## src/rtl/i2c_ascii_decoder.sv

```systemverilog
// i2c_ascii_decoder
//   Passive I2C bus monitor. Samples raw SCL/SDA, filters them, detects
//   START / repeated START / STOP and data bytes with ACK/NAK, queues each
//   as a timestamped event, then prints every event as ASCII text on a
//   valid/ready byte stream (typically a UART TX FIFO).
//
//   Optional build macro: I2C_DELTA_TS_EN
//     defined   - START timestamps print as the difference from the previous
//                 printed START timestamp (first one after reset is absolute)
//     undefined - START timestamps print as the absolute sampled value
//
// Ports
//   i_clk, i_res_n      clock; synchronous active-low reset
//   i_i2c_scl/sda       raw asynchronous bus lines
//   i_timestamp         free-running timestamp, captured on START detect
//   i_ts_en             1 = prefix START lines with TS_WIDTH/4 hex digits
//   i_ovf_clr           pulse: clear o_ovf and o_drop_cnt
//   o_valid/o_data      ASCII output byte, held while i_ready is low
//   i_ready             downstream accepts o_data
//   o_ovf               sticky: an event was dropped on a full queue
//   o_drop_cnt          dropped-event count, saturating at 255
//   o_busy              queue not empty or emitter not idle
module i2c_ascii_decoder #(
  parameter int TS_WIDTH  = 32,
  parameter int GF_LEN    = 4,
  parameter int EVQ_DEPTH = 4
) (
  input  logic                i_clk,
  input  logic                i_res_n,
  input  logic                i_i2c_scl,
  input  logic                i_i2c_sda,
  input  logic [TS_WIDTH-1:0] i_timestamp,
  input  logic                i_ts_en,
  input  logic                i_ovf_clr,
  output logic                o_valid,
  output logic [7:0]          o_data,
  input  logic                i_ready,
  output logic                o_ovf,
  output logic [7:0]          o_drop_cnt,
  output logic                o_busy
);

  localparam int ND    = TS_WIDTH / 4;
  localparam int GC_W  = $clog2(GF_LEN);
  localparam int AW    = $clog2(EVQ_DEPTH);
  localparam int IDX_W = $clog2(ND + 6);

  typedef enum logic [1:0] {EV_START, EV_STOP, EV_BYTE} ev_kind_e;

  typedef struct packed {
    ev_kind_e            kind;
    logic                rep;
    logic [7:0]          data;
    logic                nak;
    logic [TS_WIDTH-1:0] ts;
  } event_t;

  typedef enum logic [2:0] {ST_IDLE, ST_LOAD, ST_TS_DIG, ST_TXT, ST_DONE} state_e;

  function automatic logic [7:0] hex_char(input logic [3:0] n);
    return (n < 4'd10) ? (8'h30 + {4'h0, n}) : (8'h37 + {4'h0, n});
  endfunction

  // ---------------- input path: sync, glitch filter, edge stage -----------
  // Bit 0 carries SCL, bit 1 carries SDA.
  logic [1:0]      pin_m, pin_s, filt, filt_d;
  logic [GC_W-1:0] gf_cnt [2];

  // NOTE: every clocked process uses non-blocking assignments so all
  // registers update together from the values present before the edge.
  always_ff @(posedge i_clk) begin
    if (!i_res_n) begin
      pin_m  <= 2'b11;
      pin_s  <= 2'b11;
      filt   <= 2'b11;
      filt_d <= 2'b11;
      for (int i = 0; i < 2; i++) gf_cnt[i] <= '0;
    end else begin
      pin_m  <= {i_i2c_sda, i_i2c_scl};
      pin_s  <= pin_m;
      filt_d <= filt;
      // The filtered line flips only after GF_LEN consecutive samples that
      // disagree with it; any agreeing sample restarts the run.
      for (int i = 0; i < 2; i++) begin
        if (pin_s[i] == filt[i]) begin
          gf_cnt[i] <= '0;
        end else if (gf_cnt[i] == GC_W'(GF_LEN - 1)) begin
          filt[i]   <= pin_s[i];
          gf_cnt[i] <= '0;
        end else begin
          gf_cnt[i] <= gf_cnt[i] + 1'b1;
        end
      end
    end
  end

  logic scl_f, sda_f, scl_d, sda_d;
  logic start_det, stop_det, scl_rise;
  assign {sda_f, scl_f} = filt;
  assign {sda_d, scl_d} = filt_d;
  assign start_det = scl_f & scl_d & sda_d & ~sda_f;
  assign stop_det  = scl_f & scl_d & ~sda_d & sda_f;
  assign scl_rise  = scl_f & ~scl_d;

  // ---------------- bus protocol tracking ---------------------------------
  logic       in_frame;
  logic [3:0] bit_cnt;
  logic [7:0] shreg;

  always_ff @(posedge i_clk) begin
    if (!i_res_n) begin
      in_frame <= 1'b0;
      bit_cnt  <= '0;
      shreg    <= '0;
    end else if (start_det) begin
      in_frame <= 1'b1;
      bit_cnt  <= '0;
    end else if (stop_det) begin
      in_frame <= 1'b0;
      bit_cnt  <= '0;
    end else if (scl_rise && in_frame) begin
      shreg   <= {shreg[6:0], sda_f};
      bit_cnt <= (bit_cnt == 4'd8) ? 4'd0 : bit_cnt + 4'd1;
    end
  end

  logic   push;
  event_t push_ev;

  // NOTE: combinational blocks assign every output a default first so no
  // path leaves a variable unassigned (which would infer a latch).
  always_comb begin
    push    = 1'b0;
    push_ev = '0;
    push_ev.ts = i_timestamp;
    if (start_det) begin
      push         = 1'b1;
      push_ev.kind = EV_START;
      push_ev.rep  = in_frame;
    end else if (stop_det) begin
      push         = 1'b1;
      push_ev.kind = EV_STOP;
    end else if (scl_rise && in_frame && bit_cnt == 4'd8) begin
      push         = 1'b1;
      push_ev.kind = EV_BYTE;
      push_ev.data = shreg;
      push_ev.nak  = sda_f;   // ninth bit is the ACK slot
    end
  end

  // ---------------- event queue -------------------------------------------
  event_t      mem [EVQ_DEPTH];
  event_t      head;
  logic [AW:0] wr_ptr, rd_ptr;
  logic        q_empty, q_full, drop;
  state_e      state, state_nx;

  assign q_empty = (wr_ptr == rd_ptr);
  assign q_full  = (wr_ptr[AW] != rd_ptr[AW]) && (wr_ptr[AW-1:0] == rd_ptr[AW-1:0]);
  assign drop    = push & q_full;
  assign head    = mem[rd_ptr[AW-1:0]];

  // NOTE: queue storage has no reset; the pointers alone define which
  // entries are meaningful.
  always_ff @(posedge i_clk) begin
    if (push && !q_full) mem[wr_ptr[AW-1:0]] <= push_ev;
  end

  always_ff @(posedge i_clk) begin
    if (!i_res_n) begin
      wr_ptr     <= '0;
      rd_ptr     <= '0;
      o_ovf      <= 1'b0;
      o_drop_cnt <= '0;
    end else begin
      if (push && !q_full) wr_ptr <= wr_ptr + 1'b1;
      if (state == ST_LOAD) rd_ptr <= rd_ptr + 1'b1;
      // A clear coinciding with a drop still records that drop.
      if (i_ovf_clr) begin
        o_ovf      <= drop;
        o_drop_cnt <= {7'd0, drop};
      end else if (drop) begin
        o_ovf <= 1'b1;
        if (o_drop_cnt != 8'hFF) o_drop_cnt <= o_drop_cnt + 8'd1;
      end
    end
  end

  // ---------------- emitter -----------------------------------------------
  ev_kind_e            cur_kind;
  logic                cur_rep, cur_nak;
  logic [7:0]          cur_data;
  logic [TS_WIDTH-1:0] ts_sh, ts_print;
  logic [IDX_W-1:0]    idx;

`ifdef I2C_DELTA_TS_EN
  logic [TS_WIDTH-1:0] last_ts;
  assign ts_print = head.ts - last_ts;
`else
  assign ts_print = head.ts;
`endif

  always_ff @(posedge i_clk) begin
    if (!i_res_n) begin
      state    <= ST_IDLE;
      idx      <= '0;
      ts_sh    <= '0;
      cur_kind <= EV_START;
      cur_rep  <= 1'b0;
      cur_nak  <= 1'b0;
      cur_data <= '0;
`ifdef I2C_DELTA_TS_EN
      last_ts  <= '0;
`endif
    end else begin
      state <= state_nx;
      case (state)
        ST_LOAD: begin
          cur_kind <= head.kind;
          cur_rep  <= head.rep;
          cur_nak  <= head.nak;
          cur_data <= head.data;
          ts_sh    <= ts_print;
          idx      <= '0;
`ifdef I2C_DELTA_TS_EN
          if (head.kind == EV_START && i_ts_en) last_ts <= head.ts;
`endif
        end
        ST_TS_DIG: if (i_ready) begin
          if (idx == IDX_W'(ND)) begin
            idx <= '0;
          end else begin
            idx   <= idx + 1'b1;
            ts_sh <= ts_sh << 4;
          end
        end
        ST_TXT: if (i_ready) idx <= idx + 1'b1;
        default: ;
      endcase
    end
  end

  // Character at position idx of the event text, and the last position.
  logic [7:0] txt_char;
  logic [2:0] txt_last_i;

  always_comb begin
    txt_char   = 8'h20;
    txt_last_i = 3'd0;
    case (cur_kind)
      EV_START: begin
        txt_last_i = cur_rep ? 3'd2 : 3'd1;
        if (idx[2:0] == 3'd0)                 txt_char = 8'h53;   // 'S'
        else if (idx[2:0] == 3'd1 && cur_rep) txt_char = 8'h72;   // 'r'
      end
      EV_BYTE: begin
        txt_last_i = 3'd4;
        case (idx[2:0])
          3'd0:    txt_char = hex_char(cur_data[7:4]);
          3'd1:    txt_char = hex_char(cur_data[3:0]);
          3'd3:    txt_char = cur_nak ? 8'h4E : 8'h41;            // 'N' / 'A'
          default: txt_char = 8'h20;
        endcase
      end
      default: begin                                              // STOP
        txt_last_i = 3'd2;
        case (idx[2:0])
          3'd0:    txt_char = 8'h50;                              // 'P'
          3'd1:    txt_char = 8'h0D;
          default: txt_char = 8'h0A;
        endcase
      end
    endcase
  end

  always_comb begin
    state_nx = state;
    o_valid  = 1'b0;
    o_data   = 8'h00;
    case (state)
      ST_IDLE:   if (!q_empty) state_nx = ST_LOAD;
      ST_LOAD:   state_nx = (head.kind == EV_START && i_ts_en) ? ST_TS_DIG : ST_TXT;
      ST_TS_DIG: begin
        o_valid = 1'b1;
        o_data  = (idx == IDX_W'(ND)) ? 8'h20 : hex_char(ts_sh[TS_WIDTH-1 -: 4]);
        if (i_ready && idx == IDX_W'(ND)) state_nx = ST_TXT;
      end
      ST_TXT: begin
        o_valid = 1'b1;
        o_data  = txt_char;
        if (i_ready && idx == IDX_W'(txt_last_i)) state_nx = ST_DONE;
      end
      ST_DONE:   state_nx = ST_IDLE;
      default:   state_nx = ST_IDLE;
    endcase
  end

  assign o_busy = !q_empty || (state != ST_IDLE);

endmodule

```

## config.mk

```make
export PLATFORM = sky130hd
export DESIGN_NAME = i2c_ascii_decoder
export DESIGN_NICKNAME = d
export VERILOG_FILES = /design/src/rtl/i2c_ascii_decoder.sv
export SDC_FILE = /design/constraint.sdc
export NUM_CORES = 1
export LEC_CHECK = 0
export CAP_MARGIN = 10
export CORE_UTILIZATION = 40
export DETAILED_ROUTE_END_ITERATION = 10
export DONT_BUFFER_PORTS = 1
export GPL_TIMING_DRIVEN = 0
export SYNTH_ARGS = -nofsm -noshare
export SYNTH_HDL_FRONTEND = slang
export SYNTH_SLANG_ARGS = --single-unit
```

## constraint.sdc

```tcl
create_clock -name i_clk -period 3.1 [get_ports i_clk]
set_clock_uncertainty 0.2 [all_clocks]
set_input_delay 0.62 -clock i_clk [delete_from_list [all_inputs] [get_ports i_clk]]
set_output_delay 0.62 -clock i_clk [all_outputs]
set_load 0.01 [all_outputs]
```

; ---- Word level (Yosys, flattened, before mapping)
; Memories as Yosys holds them, arrays and structs flattened. A register that Yosys moved wholly into a read port is not among the register bits.
; Index checks and enable logic that the tools add are counted.
[op_classes]
add_sub_neg = 13
multipliers = 0
div = 0
magnitude_cmp = 3
eq_ne = 23
n_shift = 0
muxes = 77
bitwise = 21
n_reduce_logical = 32
[ops]
columns = operator, n
row1 = 32-bit two-way mux, 2
row2 = 32-bit case mux with 2 select lines, 1
row3 = 6-bit by 4-bit adder with 7-bit output (first input constant), 6
row4 = 7-bit two-way mux, 6
row5 = 1-bit two-way mux, 38
row6 = 8-bit case mux with 2 select lines, 2
row7 = 9-bit two-way mux, 3
row8 = 2-bit two-way mux, 12
row9 = 7-bit case mux with 3 select lines, 1
row10 = 4-bit two-way mux, 5
row11 = 7-bit case mux with 2 select lines, 1
row12 = 4-bit less-than comparator (second input constant), 3
row13 = 2-bit inequality test (second input constant), 6
row14 = 3-bit case mux with 4 select lines, 1
row15 = 4-bit case mux with 3 select lines, 1
row16 = 3-bit AND reduction, 4
row17 = 3-bit by 2-bit equality test with 1-bit output (second input constant), 3
row18 = 3-bit two-way mux, 3
row19 = 4-bit by 1-bit adder with 4-bit output (second input constant), 2
row20 = 8-bit by 1-bit adder with 8-bit output (second input constant), 1
row21 = 4-bit equality test (second input constant), 2
row22 = 1-bit logical AND, 8
row23 = 8-bit inequality test (second input constant), 1
row24 = 1-bit NOT, 8
row25 = other kinds (21), 49
[word_totals]
ff_bits = 87
latch_bits = 0
ram_bits = 180
romBits = 0
in_bits = 39
out_inout_bits = 19
wordCells = 191
memories = 2
[mem_list]
columns = name, depth, word_bits, rd, rd_clocked_by_memory_dff, wr, line_no
row1 = mem, 4, 44, 1, 1, 1, 152  ; event_t mem [EVQ_DEPTH];
row2 = gf_cnt, 2, 2, 2, 0, 2, 67  ; logic [GC_W-1:0] gf_cnt [2];

; ---- Depth between registers and ports, before layout
[depth]
ltp_word = 10
ltp_mapped = 9
depth_no_buf = 7

; ---- Least setup slack after synthesis
; Ideal clock, no wire load.
[synth_path]
path_kind = register to register
from = reg bit_cnt[0]
to = mem mem[2][0] (netlist name), enable pin
setup_ns = 0.406
arrival_time_ns = 2.394
required_time_ns = 2.494
slack_ns = 0.100
stages_incl_launch_ff = 8
path_buffers = 1
synth_period_minus_slack_ns = 3.000
path_cell_list = dfxtp_1 inv_1 ha_1 and3b_1 buf_2 a22oi_2 a31oi_1 and2_1
[synth_between]
elab_chain_cells = 8
[synth_lines]
columns = element, line_no
row1 = start: declaration, 107  ; logic [3:0] bit_cnt;
row2 = start signal: assignment, 123  ; bit_cnt <= (bit_cnt == 4'd8) ? 4'd0 : bit_cnt + 4'd1;
row3 = 4-bit equality test, 143  ; end else if (scl_rise && in_frame && bit_cnt == 4'd8) begin
row4 = 1-bit logical AND, 143
row5 = 1-bit two-way mux, 143
row6 = 1-bit two-way mux, 140  ; end else if (stop_det) begin
row7 = 1-bit two-way mux, 136  ; if (start_det) begin
row8 = 1-bit logical AND, 166  ; if (push && !q_full) mem[wr_ptr[AW-1:0]] <= push_ev;
row9 = 1-bit two-way mux, 166
row10 = 1-bit two-way mux (not written as such), 166
row11 = end: declaration, 152
; Every way passes these cells.

; ---- Final worst setup path
[layout_path]
from = reg filt[0]
to = mem mem[0][3] (netlist name), enable pin
[layout_between]
elab_chain_cells = 9
elab_cells_between_ends = 14
cone_classes = mux: 5 / bitwise: 6 / reduce/logical: 3
[layout_lines]
columns = element, line_no
row1 = start: declaration, 66  ; logic [1:0] pin_m, pin_s, filt, filt_d;
row2 = start signal: indexed assignment, 88  ; filt[i] <= pin_s[i];
row3 = 1-bit AND, 103  ; assign scl_rise = scl_f & ~scl_d;
row4 = 1-bit logical AND (2 in series), 143
row5 = 1-bit two-way mux, 143
row6 = 1-bit two-way mux, 140
row7 = 1-bit two-way mux (*), 136
row8 = 1-bit logical AND (*), 166
row9 = 1-bit two-way mux (*), 166
row10 = 1-bit two-way mux (not written as such) (*), 166
; Every way passes the cells marked *; elsewhere a longest branch is shown, timed or not.

==> flow_summary.yaml <==
status:
  outcome: "finished, violations left"
  violations: "setup timing"
sta:
  worst_pin_slew_ps: 879.1
  setup_viol: 36
  finalCritPeriodShare_pct: 102.0
  hold_viol_final: 0
  fin_ws_ps: -62.03
  period_needed_ps: 3162
  slew_headroom_pct: 41.39
  setup_tns_ps: -1735
  hold_ws_ps: 34.47
  fmaxAchievable_ghz: 0.3163
  rsz0062_at_grt: "true"
  slew_viol_final: 0
place:
  dpl_cell_area_sq_um: 11790
  post-dp-hpwl_um: 15260
  io_buffers: 0
  gp_congestion: 0.7827
floorplanning:
  fp.coreArea_sq_um: 27250
  die_x_um: 169.4
  die_area_sq_um: 28690
  rows: 60
  pin_count: 58
  fp.dieH_um: 169.4
  initial_utilization_pct: 41.12
global_routing:
  grt_first_pass_wirelength_um: 36470
  grt_max_degree: 33
  grt-busiest-layer: "met2"
  grt.overflow.total: 0
  grt_util_met1_pct: 22.76
  grtUsageMet2_pct: 26.86
  antenna_found_initial: 1
  grt_util_met3_pct: 2.565
  grt_usage_pct: 16.34
  grt_pass1_vias: 6573
worst_setup_path:
  worstRegToRegCells: 6
  cp-end-kind: "register"
  cp_max_fo: 26
  r2r_setup_slack_ps: -60
  cp-start-kind: "register"
  worst-setup-path-type: "reg2reg"
  required_ps: 3140
  crit_arrival_ps: 3200
drt:
  drtIter0Drc: 453
  drtAntennaViolNets: 0
  via_count: 6503
  wire_per_inst_um: 18.17
  drc: 0
  firstDrtPassIters: 5
  drt_wl_total_um: 22790
  avgViaCountPerCell: 5.186
power:
  power.density_nw_per_um2: 717.4
  leakagePower_uw: 0.004813
  ir_drop_mv: 0.4663
synthesis:
  ys_top_cells_by_area: "edfxtp_1 48%, dfxtp_1 16%, mux4_2 8.8%, nand2_1 3.5%, mux2i_1 2.9%"
  async_flop_share_pct: 0
  yosys.cell_types.count: 58
  yosys_warnings: 0
  synth.most_common_cell: "edfxtp_1"
  seq_area_frac_synth_pct: 64.14
  synth_flop_cell: "edfxtp_1"
  synth_area_sq_um: 11210
  yosys.area.top_type: "edfxtp_1"
  netlist_instances: 789
  synth_common_cells: "180 x edfxtp_1, 105 x nand2_1, 89 x dfxtp_1, 44 x mux4_2, 33 x mux2i_1"
  synth_seq_cells: 269
  synth.top_cell.area_share_pct: 48.24
  synth-edff-count: 180
  avgSynthCellArea_sq_um: 14.20
cells_and_area:
  area_delta_synth_final_pct: 18.03
  finalInstanceArea_sq_um: 13230
  drive_gt1_share_pct: 15.55
  layout.nets: 915
clock_network:
  cts.clk_slew.worst_paths_ps: 60
  root_buffer: "clkbuf_16"
  cts_inserted_buffers: 28
  cts_max_level: 1
  clk_latency_ps: 540
  cts.path.max_buffers: 3
  cts_num_sinks: 269
  cts_tree: "built"
hold_path:
  holdCritPathClass: "in2reg"
  whs_path_depth: 2
job:
  drv_cap: 0
-- final cells by class --
| class | count | area (sq um) |
|---|---|---|
| buffer | 40 | 222.7 |
| multi-input combinational | 463 | 3839 |
| sequential | 269 | 7193 |
| inverter | 18 | 67.56 |
| fill | 2368 | 14020 |
| clock buffer | 37 | 754.5 |
| clock inverter | 15 | 227.7 |
| timing repair buffer | 39 | 454.2 |
| tap | 372 | 465.4 |
| antenna | 1 | 2.502 |
-- where the power goes --
group	leakage (uW)	internal [uW]	switching (uW)	total, uW
combinational	0.00195	835	920	1760
sequential	0.00240	4060	186	4250
clock	0.000466	2140	1350	3490
-- worst max-delay path, stage by stage (launching register included) --
cell	delay [ps]
dfxtp_1	300
clkbuf_1	320
and3b_1	320
a22oi_2	210
a31oi_1	420
and2_2	810
buf_16	240
-- repair_timing --
action / CTS / global route
gates cloned: 0 / 0
gates resized for setup: 9 / 27
setup buffers: 0 / 1
hold buffers: 34 / 0
endpoints found under the setup margin: 43 / 127
endpoints found under the hold margin: 130 / 0
pin swaps: 0 / 5
-- routing by layer --
layer | routed length (um) | vias to the layer above
li1 | - | 3112
met1 | 10690 | 3236
met2 | 10750 | 123
met3 | 959 | 32
met4 | 397 | 0
met5 | 0 | -
-- per-stage QoR --
step | total power, uW | worst slack [ps] | cells | utilization, %
after global routing | 9929 | -278.7 | 1254 | 48.54
after detailed placement | 6011 | -68.37 | 1168 | 43.26
after floorplan | 5585 | 100.2 | 792 | -
after global placement | 5993 | -1204 | 1164 | 42.87
final | 9488 | -62.03 | 1254 | 48.54
after CTS | 9560 | -92.75 | 1254 | 48.24
-- layout by cell type, fill, tap and decap left out, drive strengths merged, types with 4 or more instances in the layout --
master	count
bufinv	5
ha	17
nand2b	11
inv	18
and3	12
mux4	44
mux2i	33
and4b	4
nand2	105
a22oi	8
xor2	7
o21ai	14
nor4	5
a21oi	28
edfxtp	180
a21boi	13
buf	24
conb	5
o211a	26
dfxtp	89
xnor2	18
and2	14
nor3	6
nor2b	14
clkinv	8
nand3	10
a211oi	5
o22ai	4
nor2	21
clkbuf	58
o221ai	4
dlygate4sd3	34
-- final timing paths --
check / from / to
worst max register to register: filt[0]$_SDFFE_PN1P_ / mem[0][3]$_DFFE_PP_
worst max-delay path: filt[0]$_SDFFE_PN1P_ / mem[0][3]$_DFFE_PP_
worst min register to register: pin_m[1]$_SDFF_PN1_ / pin_s[1]$_SDFF_PN1_
worst min-delay path: i_res_n / state[1]$_SDFFE_PN0P_
-- kinds of logic (layout without fill, tap and decap cells) --
| logic type | Yosys count | after routing | share of synthesized area, % |
|---|---|---|---|
| fa+ha+maj | 17 | 17 | 1.898 |
| simple gates | 219 | 219 | 9.603 |
| flops | 269 | 269 | 64.14 |
| compound gates | 120 | 120 | 8.006 |
| buf+inv | 60 | 149 | 2.546 |
| xor+xnor | 25 | 25 | 1.954 |
| mux | 77 | 77 | 11.79 |
| other cells | 2 | 6 | 0.06702 |
-- state kept, by name, indices dropped and copies added (netlist names), 4 cells and up, named ones only --
signal / flops
bit_cnt: 4
cur_data: 8
gf_cnt: 4
idx: 4
mem: 176
o_drop_cnt: 8
shreg: 8
ts_sh: 32
(Power assumes the default switching activity.)
